$ cat config.mk
export PLATFORM = sky130hd
export DESIGN_NAME = lut_sweep_ctrl
export DESIGN_NICKNAME = d
export VERILOG_FILES = /design/src/rtl/lut_sweep_ctrl.sv
export SDC_FILE = /design/constraint.sdc
export NUM_CORES = 1
export LEC_CHECK = 0
export CAP_MARGIN = 20
export CELL_PAD_IN_SITES_DETAIL_PLACEMENT = 1
export CELL_PAD_IN_SITES_GLOBAL_PLACEMENT = 2
export CORE_UTILIZATION = 32
export CTS_BUF_LIST = sky130_fd_sc_hd__clkbuf_8
export DETAILED_ROUTE_END_ITERATION = 10
export PLACE_DENSITY = 0.85
export SETUP_SLACK_MARGIN = 0.02
export SKIP_LAST_GASP = 1
export SLEW_MARGIN = 20
export SYNTH_ARGS = -nofsm -noshare
export SYNTH_HDL_FRONTEND = slang
export SYNTH_SLANG_ARGS = --single-unit
$ cat constraint.sdc
create_clock -name clk -period 1.6 [get_ports clk]
set_clock_uncertainty 0.05 [all_clocks]
set_input_delay 0.24 -clock clk [delete_from_list [all_inputs] [get_ports clk]]
set_output_delay 0.24 -clock clk [all_outputs]
set_load 0.02 [all_outputs]
$ cat src/rtl/lut_sweep_ctrl.sv
// Sweeps the select lines of an 8:1 mux through codes 0..7, samples its output
// after a settle window per code, and compares the result to a golden truth table.
module lut_sweep_ctrl #(
    parameter int SETTLE_CYC = 2
) (
    input  logic       clk,
    input  logic       rst_n,
    input  logic       start,
    input  logic       abort,
    input  logic [7:0] expected,
    input  logic       y_in,
    output logic [2:0] abc,
    output logic       sn_n,
    output logic       busy,
    output logic       done,
    output logic       pass,
    output logic [7:0] captured,
    output logic [2:0] fail_idx
);

    typedef enum logic [1:0] {
        IDLE,
        SETTLE,
        SAMPLE,
        FINISH
    } state_t;

    localparam logic [3:0] SETTLE_LIM = 4'(SETTLE_CYC);

    state_t     state_q, state_d;
    logic [3:0] cnt_q, cnt_d;
    logic [2:0] abc_q, abc_d;
    logic       sn_n_q, sn_n_d;
    logic       busy_q, busy_d;
    logic       done_q, done_d;
    logic       pass_q, pass_d;
    logic [7:0] captured_q, captured_d;
    logic [7:0] exp_q, exp_d;
    logic [2:0] fail_idx_q, fail_idx_d;

    logic [7:0] mism;
    logic [2:0] first_idx;
    logic [3:0] cnt_inc;

    // Lowest mismatching code wins, so scan from the top down and let lower bits overwrite.
    always_comb begin
        mism      = captured_q ^ exp_q;
        first_idx = 3'd0;
        for (int i = 7; i >= 0; i--) begin
            if (mism[i]) begin
                first_idx = 3'(i);
            end
        end
    end

    assign cnt_inc = cnt_q + 4'd1;

    always_comb begin
        state_d    = state_q;
        cnt_d      = cnt_q;
        abc_d      = abc_q;
        sn_n_d     = sn_n_q;
        busy_d     = busy_q;
        done_d     = 1'b0;
        pass_d     = pass_q;
        captured_d = captured_q;
        exp_d      = exp_q;
        fail_idx_d = fail_idx_q;

        case (state_q)
            IDLE: begin
                abc_d  = 3'd0;
                sn_n_d = 1'b1;
                busy_d = 1'b0;
                if (start && !abort) begin
                    exp_d      = expected;
                    captured_d = 8'd0;
                    pass_d     = 1'b0;
                    fail_idx_d = 3'd0;
                    sn_n_d     = 1'b0;
                    busy_d     = 1'b1;
                    cnt_d      = 4'd0;
                    state_d    = (SETTLE_CYC == 0) ? SAMPLE : SETTLE;
                end
            end
            SETTLE: begin
                cnt_d = cnt_inc;
                if (cnt_inc == SETTLE_LIM) begin
                    state_d = SAMPLE;
                end
            end
            SAMPLE: begin
                captured_d[abc_q] = y_in;
                if (abc_q != 3'd7) begin
                    abc_d   = abc_q + 3'd1;
                    cnt_d   = 4'd0;
                    state_d = (SETTLE_CYC == 0) ? SAMPLE : SETTLE;
                end else begin
                    state_d = FINISH;
                end
            end
            FINISH: begin
                abc_d      = 3'd0;
                sn_n_d     = 1'b1;
                busy_d     = 1'b0;
                done_d     = 1'b1;
                pass_d     = (captured_q == exp_q);
                fail_idx_d = (captured_q == exp_q) ? 3'd0 : first_idx;
                state_d    = IDLE;
            end
            default: begin
                state_d = IDLE;
            end
        endcase

        // Cancelling keeps the partially captured table for debug but drops the verdict.
        if (abort && (state_q != IDLE)) begin
            state_d    = IDLE;
            cnt_d      = 4'd0;
            abc_d      = 3'd0;
            sn_n_d     = 1'b1;
            busy_d     = 1'b0;
            done_d     = 1'b0;
            pass_d     = 1'b0;
            fail_idx_d = 3'd0;
            captured_d = captured_q;
        end
    end

    always_ff @(posedge clk or negedge rst_n) begin
        if (!rst_n) begin
            state_q    <= IDLE;
            cnt_q      <= 4'd0;
            abc_q      <= 3'd0;
            sn_n_q     <= 1'b1;
            busy_q     <= 1'b0;
            done_q     <= 1'b0;
            pass_q     <= 1'b0;
            captured_q <= 8'd0;
            exp_q      <= 8'd0;
            fail_idx_q <= 3'd0;
        end else begin
            state_q    <= state_d;
            cnt_q      <= cnt_d;
            abc_q      <= abc_d;
            sn_n_q     <= sn_n_d;
            busy_q     <= busy_d;
            done_q     <= done_d;
            pass_q     <= pass_d;
            captured_q <= captured_d;
            exp_q      <= exp_d;
            fail_idx_q <= fail_idx_d;
        end
    end

    assign abc      = abc_q;
    assign sn_n     = sn_n_q;
    assign busy     = busy_q;
    assign done     = done_q;
    assign pass     = pass_q;
    assign captured = captured_q;
    assign fail_idx = fail_idx_q;

endmodule

==> results.py <==
metrics = {
    "setup_path": {
        "endpoint_kind": "flip-flop",
        "path_max_fanout": 8,
        "cp-start-kind": "flip-flop",
        "worstPathArrival_ns": 1.72,
        "path_class": "reg -> reg",
        "required_ns": 1.73,
    },
    "yosys": {
        "synth-edff-count": 0,
        "yosysWarnings": 0,
        "synth-seq-area-share": 0.428,
        "ys_async_sr_fraction": 1.00,
        "synth_top_family_by_area": "simple AND/OR/NAND/NOR gates",
        "yosys.cell_types.count": 45,
        "syn-cell-area_sq_um": 1870,
        "syn_nets": 199,
        "yosys.area_share.adder": 0.0535,
        "synth_compound_area_frac": 0.160,
        "synth-simple-area-share": 0.166,
        "synth_cells": 178,
        "ys_seq_elements": 32,
        "synth_ff_type": "dfrtp_1",
        "synth-xor-area-share": 0.0421,
        "avgSynthCellArea_sq_um": 10.5,
        "synth_mux_area_frac": 0.107,
    },
    "cells_and_area": {
        "instances_no_fill": 314,
        "fin_nets": 262,
        "num_antenna_cells": 0,
        "area_growth_pct": 43.7,
        "drive_gt1_frac": 0.326,
        "seq_area_sq_um": 806,
        "final_util": 0.483,
        "multi_input_area_sq_um": 1110,
        "final_common_cell": "buf_4",
        "layout_common_cells": "buf_4, dfrtp_1, clkdlybuf4s50_1, dlygate4sd2_1",
        "fillers": 638,
    },
    "floorplanning": {
        "num_io_pins": 31,
        "num_rows": 27,
        "die-area_sq_um": 6160,
        "initial_utilization": 0.336,
        "die_y_microns": 78.5,
        "die_x_microns": 78.5,
        "core_sq_um": 5570,
    },
    "routing": {
        "via_per_inst": 5.01,
        "drtPass1Iterations": 4,
        "drt_iter0_drc": 54,
        "wl_microns": 4990,
        "drc": 0,
        "vias": 1574,
        "ant_nets": 0,
        "wl_per_cell_microns": 15.9,
    },
    "min_path": {
        "hp-class": "in -> async",
    },
    "placement": {
        "detailedPlace.worstSlack_ns": -0.245,
        "place.port_buffers": 30,
        "place_inst": 301,
        "hpwlAfterDp_microns": 3670,
        "gp_congestion": 0.804,
    },
    "sta": {
        "slew_headroom": 0.741,
        "finalCritPeriodShare": 0.998,
        "finalHoldViolCount": 0,
        "tightestPinTransition_ns": 0.387,
        "setup_slack_ns": 0.00350,
        "whs_ns": 0.201,
        "slew_violations": 0,
        "rsz0062_at_grt": "true",
        "fmax_mhz": 626,
        "fin_crit_ns": 1.60,
        "setup_viol": 0,
    },
    "clock_tree": {
        "cts_buffers": 5,
        "clock_latency_ns": 0.29,
        "path_clk_slew_ns": 0.07,
        "cts_tree": "yes",
        "clkSinkCount": 32,
        "cts-root-buf": "clkbuf_8",
        "htreeDepth": 2,
        "clk_path_buf_depth": 2,
    },
    "pwr": {
        "ir_worst_vdd_mv": 0.629,
        "total_power_mw": 3.98,
        "power.density_nw_per_um2": 1480,
        "p_leak_nw": 1.27,
    },
    "global_route": {
        "grt_pass1_vias": 1672,
        "antenna_found_initial": 0,
        "grt_max_degree": 25,
        "grt_pass1_wl_microns": 8100,
        "grt-ovfl-total": 0,
        "use_met3": 0.0314,
        "top_usage_layer": "met2",
        "gr-usage-met1": 0.205,
        "grt_usage": 0.177,
        "met2_usage": 0.311,
    },
    "outcome": {
        "status": "finished, final reports clean",
    },
    "run": {
        "cap_violations": 0,
    },
}
## registers in the layout (all words and copies together), names as in the netlist, 2 cells and up
name / flops
abc: 3
captured: 8
cnt_q: 4
exp_q: 8
fail_idx: 3
state_q: 2
## power by group
part	switching, mW	internal (mW)
combinational	1.08	1.05
clock	0.301	0.338
sequential	0.181	1.03
## synth_stat cells, types with 2 or more instances
cell,number,share of area
a21oi_1,3,0.0080
a22o_1,4,0.019
a2bb2oi_1,2,0.0094
and2_1,2,0.0067
buf_2,3,0.0080
clkbuf_1,2,0.0040
dfrtp_1,31,0.41
ha_1,8,0.053
inv_1,10,0.020
mux2_2,8,0.048
mux2i_1,11,0.059
nand2_1,12,0.024
nand2b_1,2,0.0067
nand3_1,11,0.029
nand3b_1,3,0.012
nor2_1,7,0.014
nor2b_1,2,0.0067
nor3_1,6,0.016
o211ai_1,3,0.012
o21ai_0,3,0.0080
o21ai_1,10,0.027
o2bb2ai_1,2,0.0094
o31ai_1,4,0.016
xnor2_1,3,0.014
xor2_1,6,0.028
## critical path, cell delays in order, from the launching register on
cell and delay [ns]:
dfrtp_1 0.38, inv_2 0.08, ha_4 0.19, mux2i_4 0.20, buf_4 0.16, or2_4 0.27
nand2_1 0.08, o21ai_1 0.07
## per-stage QoR
step	instance area [sq um]	TNS, ns
after floorplan	1890	0
after global placement	2450	-2.49
after detailed placement	2450	-3.61
after CTS	2580	0
after global routing	2690	-0.394
final	2690	0
## path summary, 6_finish.rpt
| path | cells past startpoint | to | slack, ns | start |
|---|---|---|---|---|
| setup reg to reg | 7 | captured[7] | 0.003 | state_q[0] |
| max in group asynchronous | 2 | cnt_q[0] | 0.94 | rst_n |
| min in group clk | 1 | fail_idx[0] | 0.46 | fail_idx[0] |
| hold reg to reg | 1 | fail_idx[0] | 0.46 | fail_idx[0] |
| setup / recovery | 7 | captured[7] | 0.003 | state_q[0] |
| hold / removal | 2 | state_q[0] | 0.20 | rst_n |
## logic make-up (layout without fill, tap and decap cells)
kind of cell / Yosys count / count (layout)
multiplexers: 19 / 19
XOR/XNOR: 9 / 9
AND/OR/NAND/NOR: 53 / 53
AO/OA/AOI/OAI: 40 / 40
buffers and inverters: 17 / 81
flip-flops: 32 / 32
adder cells (fa/ha/maj): 8 / 8
## cell type report
cell class                      instances  area share
Tap cell                               72      0.0335
Clock buffer                            6      0.0307
Sequential cell                        32       0.300
Timing Repair Buffer                   63       0.206
Inverter                               10      0.0140
Multi-Input combinational cell        129       0.413
Clock inverter                          2     0.00279
## per-layer routing
layer | vias to the layer above | wire (microns) | part of all wire
li1 | 769 | - | -
met1 | 774 | 2210 | 0.44
met2 | 20 | 2540 | 0.51
met3 | 11 | 93 | 0.019
met4 | 0 | 135 | 0.027
met5 | - | 0 | 0
## what timing repair did
item / 4_1_cts / 5_1_grt
buffers inserted: 2 / 3
endpoints found under the hold margin: 0 / 0
gates resized for setup: 21 / 21
pin swaps: 2 / 10
endpoints found under the setup margin: 37 / 21
hold buffers: 0 / 0
Note: power is estimated with default switching activity, not from simulation.
